$ cat config.mk
export PLATFORM = sky130hd
export DESIGN_NAME = outgoing_r_burst_buffer_flat
export DESIGN_NICKNAME = d
export VERILOG_FILES = /design/src/rtl/rob_buf_pkg.sv /design/src/rtl/r_if.sv /design/src/rtl/rob_fifo_core.sv /design/src/rtl/outgoing_r_burst_buffer.sv /design/src/flat_wrapper.sv
export SDC_FILE = /design/constraint.sdc
export NUM_CORES = 1
export LEC_CHECK = 0
export ABC_AREA = 1
export CAP_MARGIN = 10
export CORE_MARGIN = 8
export CORE_UTILIZATION = 45
export DETAILED_ROUTE_END_ITERATION = 8
export PLACE_DENSITY_LB_ADDON = 0.1
export SLEW_MARGIN = 15
export SYNTH_ARGS = -nofsm -noshare
export SYNTH_HDL_FRONTEND = slang
export SYNTH_SLANG_ARGS = --single-unit
$ cat constraint.sdc
create_clock -name clk -period 6.19 [get_ports clk]
set_input_delay 1.238 -clock clk [delete_from_list [all_inputs] [get_ports clk]]
set_output_delay 1.238 -clock clk [all_outputs]
set_load 0.02 [all_outputs]
$ cat src/rtl/rob_buf_pkg.sv
// Shared types for the outgoing R-channel burst buffer: beat entry layout,
// RRESP encodings and the store-and-forward state enum.
package rob_buf_pkg;

  localparam int ID_W   = 32;
  localparam int DATA_W = 64;
  localparam int RESP_W = 2;

  localparam logic [RESP_W-1:0] RESP_OKAY   = 2'b00;
  localparam logic [RESP_W-1:0] RESP_SLVERR = 2'b10;
  localparam logic [RESP_W-1:0] RESP_DECERR = 2'b11;

  typedef struct packed {
    logic [ID_W-1:0]   id;
    logic [DATA_W-1:0] data;
    logic [RESP_W-1:0] resp;
    logic              last;
  } r_entry_t;

  localparam int ENTRY_W = $bits(r_entry_t);

  typedef enum logic {
    HOLD  = 1'b0,
    DRAIN = 1'b1
  } buf_state_e;

  // Any non-OKAY response is treated as an error beat.
  function automatic logic resp_is_err(input logic [RESP_W-1:0] resp);
    return resp != RESP_OKAY;
  endfunction

endpackage

$ cat src/rtl/r_if.sv
// AXI R-channel bundle; receiver takes beats in, sender drives beats out.
interface r_if #(
  parameter int ID_WIDTH   = rob_buf_pkg::ID_W,
  parameter int DATA_WIDTH = rob_buf_pkg::DATA_W,
  parameter int RESP_WIDTH = rob_buf_pkg::RESP_W
);
  logic [ID_WIDTH-1:0]   id;
  logic [DATA_WIDTH-1:0] data;
  logic [RESP_WIDTH-1:0] resp;
  logic                  last;
  logic                  valid;
  logic                  ready;

  modport receiver (input id, data, resp, last, valid, output ready);
  modport sender   (output id, data, resp, last, valid, input ready);
endinterface

$ cat src/rtl/rob_fifo_core.sv
// Plain FIFO storage with explicit pointer wrap so any DEPTH works,
// including non-powers of two. Caller guarantees no push when full / pop when empty.
module rob_fifo_core
  import rob_buf_pkg::*;
#(
  parameter int  DEPTH = 16,
  parameter int  WIDTH = ENTRY_W,
  localparam int CNT_W = $clog2(DEPTH + 1),
  localparam int PTR_W = $clog2(DEPTH)
) (
  input  logic             clk,
  input  logic             rst,
  input  logic             push,
  input  logic             pop,
  input  logic [WIDTH-1:0] wr_data,
  output logic [WIDTH-1:0] rd_data,
  output logic [CNT_W-1:0] count,
  output logic             full,
  output logic             empty
);

  logic [WIDTH-1:0] mem_q [DEPTH];
  logic [PTR_W-1:0] wr_ptr_q, wr_ptr_d;
  logic [PTR_W-1:0] rd_ptr_q, rd_ptr_d;
  logic [CNT_W-1:0] count_q, count_d;

  function automatic logic [PTR_W-1:0] ptr_inc(input logic [PTR_W-1:0] p);
    return (p == PTR_W'(DEPTH - 1)) ? '0 : p + PTR_W'(1);
  endfunction

  always_comb begin
    wr_ptr_d = push ? ptr_inc(wr_ptr_q) : wr_ptr_q;
    rd_ptr_d = pop  ? ptr_inc(rd_ptr_q) : rd_ptr_q;
    count_d  = count_q;
    case ({push, pop})
      2'b10:   count_d = count_q + CNT_W'(1);
      2'b01:   count_d = count_q - CNT_W'(1);
      default: count_d = count_q;
    endcase
  end

  always_ff @(posedge clk) begin
    if (rst) begin
      wr_ptr_q <= '0;
      rd_ptr_q <= '0;
      count_q  <= '0;
    end else begin
      wr_ptr_q <= wr_ptr_d;
      rd_ptr_q <= rd_ptr_d;
      count_q  <= count_d;
    end
  end

  // Storage carries no reset; stale entries are never observable.
  always_ff @(posedge clk) begin
    if (push) begin
      mem_q[wr_ptr_q] <= wr_data;
    end
  end

  assign rd_data = mem_q[rd_ptr_q];
  assign count   = count_q;
  assign full    = (count_q == CNT_W'(DEPTH));
  assign empty   = (count_q == '0);

endmodule

$ cat src/rtl/outgoing_r_burst_buffer.sv
// Outgoing R-channel buffer with optional per-burst store-and-forward.
// Optional error-response counter port err_cnt enabled by OUTGOING_R_BUF_ERR_CNT_EN.
module outgoing_r_burst_buffer
  import rob_buf_pkg::*;
#(
  parameter int  ID_WIDTH     = ID_W,
  parameter int  DATA_WIDTH   = DATA_W,
  parameter int  RESP_WIDTH   = RESP_W,
  parameter int  DEPTH        = 16,
  parameter int  AFULL_THRESH = DEPTH - 2,
  parameter int  STORE_FWD    = 1,
  localparam int CNT_W        = $clog2(DEPTH + 1)
) (
  input  logic             clk,
  input  logic             rst,
  r_if.receiver            r_in,
  r_if.sender              r_out,
  output logic [CNT_W-1:0] count,
  output logic             almost_full,
  output logic [CNT_W-1:0] bursts_stored
`ifdef OUTGOING_R_BUF_ERR_CNT_EN
  ,
  output logic [15:0]      err_cnt
`endif
);

  r_entry_t           wr_entry;
  r_entry_t           head;
  logic [ENTRY_W-1:0] rd_data;
  logic               push, pop;
  logic               full, empty;
  logic               out_vld;
  logic [CNT_W-1:0]   fifo_count;
  logic [CNT_W-1:0]   bursts_q, bursts_d;
  buf_state_e         state_q, state_d;

  // No bypass when full: a same-cycle pop does not open a slot for the push.
  assign r_in.ready = ~full;
  assign push       = r_in.valid & ~full;
  assign pop        = out_vld & r_out.ready;

  always_comb begin
    wr_entry      = '0;
    wr_entry.id   = ID_W'(r_in.id);
    wr_entry.data = DATA_W'(r_in.data);
    wr_entry.resp = RESP_W'(r_in.resp);
    wr_entry.last = r_in.last;
  end

  rob_fifo_core #(
    .DEPTH (DEPTH),
    .WIDTH (ENTRY_W)
  ) u_core (
    .clk     (clk),
    .rst     (rst),
    .push    (push),
    .pop     (pop),
    .wr_data (wr_entry),
    .rd_data (rd_data),
    .count   (fifo_count),
    .full    (full),
    .empty   (empty)
  );

  assign head = rd_data;

  always_comb begin
    bursts_d = bursts_q;
    case ({push & r_in.last, pop & head.last})
      2'b10:   bursts_d = bursts_q + CNT_W'(1);
      2'b01:   bursts_d = bursts_q - CNT_W'(1);
      default: bursts_d = bursts_q;
    endcase
  end

  // HOLD exposes beats only once a whole burst is stored; a burst larger than
  // the buffer would never complete, so a full buffer with no complete burst
  // switches to cut-through until that burst's last beat leaves.
  always_comb begin
    state_d = state_q;
    out_vld = ~empty;
    if (STORE_FWD != 0) begin
      case (state_q)
        HOLD: begin
          out_vld = (bursts_q != '0);
          if (full && (bursts_q == '0)) begin
            state_d = DRAIN;
          end
        end
        DRAIN: begin
          out_vld = ~empty;
          if (!empty && r_out.ready && head.last) begin
            state_d = HOLD;
          end
        end
        default: begin
          state_d = HOLD;
          out_vld = 1'b0;
        end
      endcase
    end
  end

  always_ff @(posedge clk) begin
    if (rst) begin
      state_q  <= HOLD;
      bursts_q <= '0;
    end else begin
      state_q  <= state_d;
      bursts_q <= bursts_d;
    end
  end

  always_comb begin
    r_out.valid = out_vld;
    r_out.id    = '0;
    r_out.data  = '0;
    r_out.resp  = '0;
    r_out.last  = 1'b0;
    if (out_vld) begin
      r_out.id   = ID_WIDTH'(head.id);
      r_out.data = DATA_WIDTH'(head.data);
      r_out.resp = RESP_WIDTH'(head.resp);
      r_out.last = head.last;
    end
  end

  assign count         = fifo_count;
  assign bursts_stored = bursts_q;
  assign almost_full   = (int'(fifo_count) >= AFULL_THRESH);

`ifdef OUTGOING_R_BUF_ERR_CNT_EN
  logic [15:0] err_cnt_q, err_cnt_d;

  always_comb begin
    err_cnt_d = err_cnt_q;
    if (pop && resp_is_err(head.resp) && (err_cnt_q != 16'hFFFF)) begin
      err_cnt_d = err_cnt_q + 16'd1;
    end
  end

  always_ff @(posedge clk) begin
    if (rst) begin
      err_cnt_q <= '0;
    end else begin
      err_cnt_q <= err_cnt_d;
    end
  end

  assign err_cnt = err_cnt_q;
`endif

endmodule

$ cat src/flat_wrapper.sv
// flat-port wrapper written by rule: the top's interface ports become plain ports
module outgoing_r_burst_buffer_flat import rob_buf_pkg::*;
#(
  parameter int  ID_WIDTH     = ID_W,
  parameter int  DATA_WIDTH   = DATA_W,
  parameter int  RESP_WIDTH   = RESP_W,
  parameter int  DEPTH        = 16,
  parameter int  AFULL_THRESH = DEPTH - 2,
  parameter int  STORE_FWD    = 1,
  localparam int CNT_W        = $clog2(DEPTH + 1)
)
  (clk, rst, count, almost_full, bursts_stored, r_in_id, r_in_data, r_in_resp, r_in_last, r_in_valid, r_in_ready, r_out_id, r_out_data, r_out_resp, r_out_last, r_out_valid, r_out_ready);
  r_if #(.ID_WIDTH(ID_WIDTH), .DATA_WIDTH(DATA_WIDTH), .RESP_WIDTH(RESP_WIDTH)) r_in_i ();
  r_if #(.ID_WIDTH(ID_WIDTH), .DATA_WIDTH(DATA_WIDTH), .RESP_WIDTH(RESP_WIDTH)) r_out_i ();
  input  logic clk;
  input  logic rst;
  output logic [CNT_W-1:0] count;
  output logic almost_full;
  output logic [CNT_W-1:0] bursts_stored;
  input wire logic [$bits(r_in_i.id)-1:0] r_in_id;
  input wire logic [$bits(r_in_i.data)-1:0] r_in_data;
  input wire logic [$bits(r_in_i.resp)-1:0] r_in_resp;
  input wire logic [$bits(r_in_i.last)-1:0] r_in_last;
  input wire logic [$bits(r_in_i.valid)-1:0] r_in_valid;
  output wire logic [$bits(r_in_i.ready)-1:0] r_in_ready;
  output wire logic [$bits(r_out_i.id)-1:0] r_out_id;
  output wire logic [$bits(r_out_i.data)-1:0] r_out_data;
  output wire logic [$bits(r_out_i.resp)-1:0] r_out_resp;
  output wire logic [$bits(r_out_i.last)-1:0] r_out_last;
  output wire logic [$bits(r_out_i.valid)-1:0] r_out_valid;
  input wire logic [$bits(r_out_i.ready)-1:0] r_out_ready;
  assign r_in_i.id = r_in_id;
  assign r_in_i.data = r_in_data;
  assign r_in_i.resp = r_in_resp;
  assign r_in_i.last = r_in_last;
  assign r_in_i.valid = r_in_valid;
  assign r_in_ready = r_in_i.ready;
  assign r_out_id = r_out_i.id;
  assign r_out_data = r_out_i.data;
  assign r_out_resp = r_out_i.resp;
  assign r_out_last = r_out_i.last;
  assign r_out_valid = r_out_i.valid;
  assign r_out_i.ready = r_out_ready;
  outgoing_r_burst_buffer #(.ID_WIDTH(ID_WIDTH), .DATA_WIDTH(DATA_WIDTH), .RESP_WIDTH(RESP_WIDTH), .DEPTH(DEPTH), .AFULL_THRESH(AFULL_THRESH), .STORE_FWD(STORE_FWD)) u_core (.clk(clk), .rst(rst), .r_in(r_in_i), .r_out(r_out_i), .count(count), .almost_full(almost_full), .bursts_stored(bursts_stored));
endmodule
==> flow_metrics.py, run 1 <==
metrics = {
    "setup_path": {
        "critical_path_class": "flip-flop to output pin",
        "slowest_stage": "buf_4",
        "arrival_ps": 4280,
        "cpMostUsedCell": "buf_4",
        "worstPathCellList": "buf_4 > buf_4 > o21ai_0 > o211ai_1 > nand3_1 > a21oi_1 > clkdlybuf4s50_1",
        "r2r_slack_ps": 2410,
        "endpoint_kind": "output pin",
        "path_delay_family": "buffers and inverters",
        "worstPathMaxFanout": 99,
        "cp_num_buf_inv": 3,
        "cp-start-kind": "flip-flop",
        "critPathMaxStageDelay_ps": 880,
        "cp.required_ps": 4950,
    },
    "logic_synthesis": {
        "synth_nets": 4907,
        "synthAdderAreaFrac": 0.002877,
        "postSynthCellCount": 4790,
        "synth_seq_area_share": 0.7563,
        "synthesis.area_mm2": 0.06350,
        "synth-seq-cells": 1607,
        "muxShareOfSynthArea": 0,
        "yosysUniqueCellTypes": 31,
        "synth-xor-area-share": 0.001241,
        "synth_top_family_by_area": "compound AO/OA/AOI/OAI gates",
        "yosysWarnings": 0,
        "syn_avg_cell_area_um2": 13.26,
        "synth_compound_area_frac": 0.1253,
        "synthSimpleGateAreaFrac": 0.08529,
    },
    "grt": {
        "grt_pass1_wl_mm": 249.8,
        "antenna_found_initial": 21,
        "grt_usage": 0.2153,
        "grt_pass1_vias": 38459,
        "grt_overflow": 0,
        "grt_max_degree": 296,
    },
    "route": {
        "totalWireLength_mm": 168.5,
        "dr.pass1.iters": 6,
        "postRouteAntennaNets": 0,
        "num_vias": 39125,
        "routedWlPerCell_um": 24.27,
        "drc_errors": 0,
        "drt_iter0_drc": 3452,
        "viasPerCell": 5.637,
    },
    "timing": {
        "fmax_mhz": 181.1,
        "timing.hold.ws_ps": 505.4,
        "slew_violations": 0,
        "worst_slew_pin_slew_ps": 1114,
        "rsz0062_at_grt": "false",
        "finalHoldViolCount": 0,
        "relSlewSlack": 0.2573,
        "setup_violations": 0,
        "skew_ps": 28.44,
        "fin_crit_ps": 5522,
        "fin_crit_sh": 0.8921,
    },
    "flow_run": {
        "maxCapViolations": 0,
    },
    "clock_network": {
        "clock_latency_ps": 790,
        "ctsHtreeMaxLevel": 4,
        "numCtsBuffers": 170,
        "cts.repair.resized": 0,
        "cts_setup_buffers": 0,
        "hold_buffers": 0,
        "clock_sinks": 1607,
        "cts_tree": "yes",
        "path_clk_slew_ps": 60,
        "ctsRootBufferMaster": "clkbuf_16",
        "cts_max_path_buffers": 3,
    },
    "final_layout": {
        "multi_input_area_mm2": 0.01376,
        "layout_common_cells": "edfxtp_1 (1584), nor2_1 (1184), o21ai_0 (810), o211ai_1 (379), clkdlybuf4s50_1 (214)",
        "drive_gt1_frac": 0.06251,
        "stdcell_area_mm2": 0.07268,
        "final_common_cell": "edfxtp_1",
        "n_fill_cell": 11964,
        "area_growth_pct": 14.46,
        "stdcell_count": 6941,
        "ff_latch_area_mm2": 0.04804,
        "final_core_util": 0.5159,
        "finalNetCount": 5023,
    },
    "min_path": {
        "min_path_type": "flip-flop to flip-flop",
    },
    "status": {
        "status": "completed",
    },
    "floorplan": {
        "die_width_um": 391.7,
        "rows": 138,
        "die_area_mm2": 0.1534,
        "boundaryPins": 215,
        "coreArea_mm2": 0.1409,
        "initial_core_util": 0.4507,
        "die_y_um": 391.7,
    },
    "placement": {
        "place_area_mm2": 0.06737,
        "gp_congestion": 0.7226,
        "dp_cells": 6624,
        "io_buffers": 214,
        "dp_hpwl_mm": 76.36,
    },
    "pwr": {
        "irDropWorstVdd_v": 0.0005141,
        "power.density_mw_per_mm2": 438.2,
        "p_leak_nw": 22.89,
    },
}
-- routing by layer --
metal,track usage,up-vias,part of all wire
li1,-,18025,-
met1,0.2917,19869,0.44
met2,0.3636,971,0.49
met3,0.03354,250,0.051
met4,0.05877,10,0.023
met5,0,-,0.00039
-- power breakdown --
group | switching, W | internal, W
Combinational | 0.00655 | 0.00312
Clock | 0.00410 | 0.00564
Sequential | 0.000148 | 0.0123
Total | 0.0108 | 0.0211
-- cell type report --
class,instances,share of cell area
flip-flops and latches,1607,0.6610
multi-input cells,2807,0.1893
repair buffers,283,0.04142
clock buffers,222,0.06356
inverters,37,0.002651
diodes,12,0.0004131
clock inverters,83,0.009141
well taps,1890,0.03254
-- flip-flops by register name, indices dropped and copies added (netlist names), named ones only --
signal                  count
u_core.u_core.mem_q      1584
u_core.bursts_stored        5
u_core.u_core.count         5
u_core.u_core.rd_ptr_q      4
u_core.u_core.wr_ptr_q      4
u_core.state_q              1
-- through the flow --
step	TNS (ps)	total power [W]	setup slack [ps]
2_1_floorplan	-157300	0.01889	-113.1
3_3_place_gp	0	0.02243	1328
3_5_place_dp	0	0.02245	1333
4_1_cts	0	0.03222	462.6
5_1_grt	0	0.03349	290.5
6_report	0	0.03185	668.1
-- synthesized netlist by cell type (all sizes together) --
master	count	area, um2
or3	1	6.260
buf	145	968.4
xnor2	3	26.28
a21oi	114	570.6
edfxtp	1584	47570
o21bai	1	7.510
dfxtp	23	460.4
o221ai	13	113.9
o31ai	1	7.510
xor2	6	52.55
o211ai	379	2845
inv	36	140.1
nand2	52	195.2
nand3	138	690.7
nor3	2	10.01
clkbuf	194	728.2
nor2	1199	4501
fa	1	20.02
or2	1	6.260
ha	13	162.7
nand3b	1	7.510
o21ai	882	4414
clkinv	1	3.750
-- tightest hold or removal path, cell delays in order, from the launching register on --
cell and delay, ps:
dfxtp_1 320, nand2_1 70, a21oi_1 70
-- kinds of logic (layout without fill, tap and decap cells) --
kind of cell,Yosys count,count (layout)
DFF,1607,1607
and+or+nand+nor,1394,1394
AOI/OAI and AO/OA,1390,1390
buffers and inverters,376,625
adders and majority gates,14,14
xor gates and xnor gates,9,9
other,0,12
-- path summary, 6_finish.rpt --
check / start / to / depth (start not counted)
min reg2reg: u_core.u_core.rd_ptr_q[3] / flip-flop / 2
min: u_core.u_core.rd_ptr_q[3] / flip-flop / 2
max reg2reg: flip-flop / u_core.bursts_stored[4] / 17
max: flip-flop / r_out_data[31] / 7
No activity file was read; power rests on OpenSTA's default activity.
==> run 2: changes to the inputs <==
--- a/config.mk
+++ b/config.mk
@@ -10,7 +10,6 @@
 export CORE_MARGIN = 8
 export CORE_UTILIZATION = 45
 export DETAILED_ROUTE_END_ITERATION = 8
-export PLACE_DENSITY_LB_ADDON = 0.1
 export SLEW_MARGIN = 15
 export SYNTH_ARGS = -nofsm -noshare
 export SYNTH_HDL_FRONTEND = slang
==> run 2 against run 1 <==
Effect of this change: combinational power hardly changed; die area stayed put; cell area decreased by 0.20%.
==> flow_metrics.py, run 2 (synthesis results as in run 1) <==
metrics = {
    "setup_path": {
        "path_delay_family": "buffers and inverters",
        "slowest_stage": "dfxtp_4",
        "cp.required_ps": 4950,
        "endpoint_kind": "output pin",
        "critical_path_class": "flip-flop to output pin",
        "cp_num_buf_inv": 4,
        "cpMostUsedCell": "buf_4",
        "r2r_slack_ps": 1960,
        "cp-start-kind": "flip-flop",
        "critPathMaxStageDelay_ps": 830,
        "worstPathMaxFanout": 271,
        "worstPathCellList": "clkinv_16 > buf_4 > buf_4 > o21ai_0 > o21ai_1 > o211ai_1 > a21oi_1 > clkdlybuf4s50_1",
        "arrival_ps": 4430,
    },
    "timing": {
        "rsz0062_at_grt": "false",
        "slew_violations": 0,
        "timing.hold.ws_ps": 503.5,
        "fin_crit_ps": 5665,
        "finalHoldViolCount": 0,
        "setup_violations": 0,
        "fin_crit_sh": 0.9151,
        "fmax_mhz": 176.5,
        "worst_slew_pin_slew_ps": 1183,
        "relSlewSlack": 0.2113,
        "skew_ps": 16.52,
    },
    "clock_network": {
        "cts_setup_buffers": 0,
        "clock_sinks": 1607,
        "cts_tree": "yes",
        "cts.repair.resized": 0,
        "clock_latency_ps": 790,
        "path_clk_slew_ps": 60,
        "numCtsBuffers": 166,
        "cts_max_path_buffers": 3,
        "ctsHtreeMaxLevel": 4,
        "ctsRootBufferMaster": "clkbuf_16",
        "hold_buffers": 0,
    },
    "final_layout": {
        "final_common_cell": "edfxtp_1",
        "top_register": "u_core.u_core.mem_q",
        "stdcell_area_mm2": 0.07253,
        "area_growth_pct": 14.22,
        "largest_reg_flops": 1584,
        "drive_gt1_frac": 0.06318,
        "layout_common_cells": "edfxtp_1 (1584), nor2_1 (1184), o21ai_0 (810), o211ai_1 (379), clkdlybuf4s50_1 (214)",
        "finalNetCount": 5027,
    },
    "grt": {
        "grt_pass1_wl_mm": 248.3,
        "grt_pass1_vias": 38731,
        "antenna_found_initial": 20,
        "grt_overflow": 0,
        "grt_usage": 0.2135,
        "grt_max_degree": 272,
    },
    "route": {
        "routedWlPerCell_um": 24.24,
        "drt_iter0_drc": 3641,
        "viasPerCell": 5.690,
        "postRouteAntennaNets": 0,
        "num_vias": 39448,
        "drc_errors": 0,
        "dr.pass1.iters": 5,
        "totalWireLength_mm": 168.1,
    },
    "placement": {
        "gp_congestion": 0.7390,
        "dp_hpwl_mm": 77.21,
        "place_area_mm2": 0.06744,
        "io_buffers": 214,
    },
    "flow_run": {
        "maxCapViolations": 0,
    },
    "floorplan": {
        "initial_core_util": 0.4507,
        "die_area_mm2": 0.1534,
        "coreArea_mm2": 0.1409,
        "die_y_um": 391.7,
        "rows": 138,
        "boundaryPins": 215,
        "die_width_um": 391.7,
    },
    "pwr": {
        "irDropWorstVdd_v": 0.0006771,
        "p_leak_nw": 22.83,
        "power.density_mw_per_mm2": 435.3,
    },
    "min_path": {
        "min_path_type": "flip-flop to flip-flop",
    },
    "status": {
        "status": "completed",
    },
}
run 2: path summary, 6_finish.rpt:
path,from,end,depth (start not counted)
max,flip-flop,r_out_data[54],8
min,u_core.u_core.rd_ptr_q[3],flip-flop,2
max reg2reg,flip-flop,u_core.bursts_stored[4],18
min reg2reg,u_core.u_core.rd_ptr_q[3],flip-flop,2
run 2: final cells by class:
type | instances | area (um2)
fill | 11986 | 68360
clock inverter | 82 | 648.1
sequential | 1607 | 48040
inverter | 37 | 190.2
antenna | 10 | 25.02
clock buffer | 209 | 4422
timing repair buffer | 291 | 3083
tap | 1890 | 2365
multi-input combinational | 2807 | 13760
run 2: through the flow:
| stage | std cells | setup slack [ps] | utilization | total power (W) | setup TNS (ps) |
|---|---|---|---|---|---|
| final | 6933 | 525.4 | 0.5148 | 0.03157 | 0 |
| after global placement | 6632 | 1390 | 0.4787 | 0.02234 | 0 |
| after global routing | 6926 | 300.9 | 0.5147 | 0.03314 | 0 |
| after floorplan | 4790 | -113.1 | - | 0.01889 | -157300 |
| after detailed placement | 6632 | 1381 | 0.4787 | 0.02241 | 0 |
| after CTS | 6923 | 491.5 | 0.5146 | 0.03185 | 0 |
run 2: per-layer routing:
layer / part of all wire / vias up / GRT usage
li1: - / 18019 / -
met1: 0.42 / 19906 / 0.2800
met3: 0.058 / 283 / 0.03700
met2: 0.49 / 1228 / 0.3650
met4: 0.025 / 12 / 0.06493
met5: 0.00051 / - / 0
run 2: power breakdown:
part / switching (W) / internal, W
clock network: 0.00406 / 0.00538
registers: 0.000173 / 0.0123
logic: 0.00653 / 0.00314
total: 0.0108 / 0.0208
run 2: worst register-to-register path, delay by kind of cell, from the launching register on:
family,cells,cell delay (ps)
buf+inv,2,1220
fa+ha+maj,2,460
flops,1,830
xor+xnor,1,180
simple gates,12,1370
compound gates,1,50
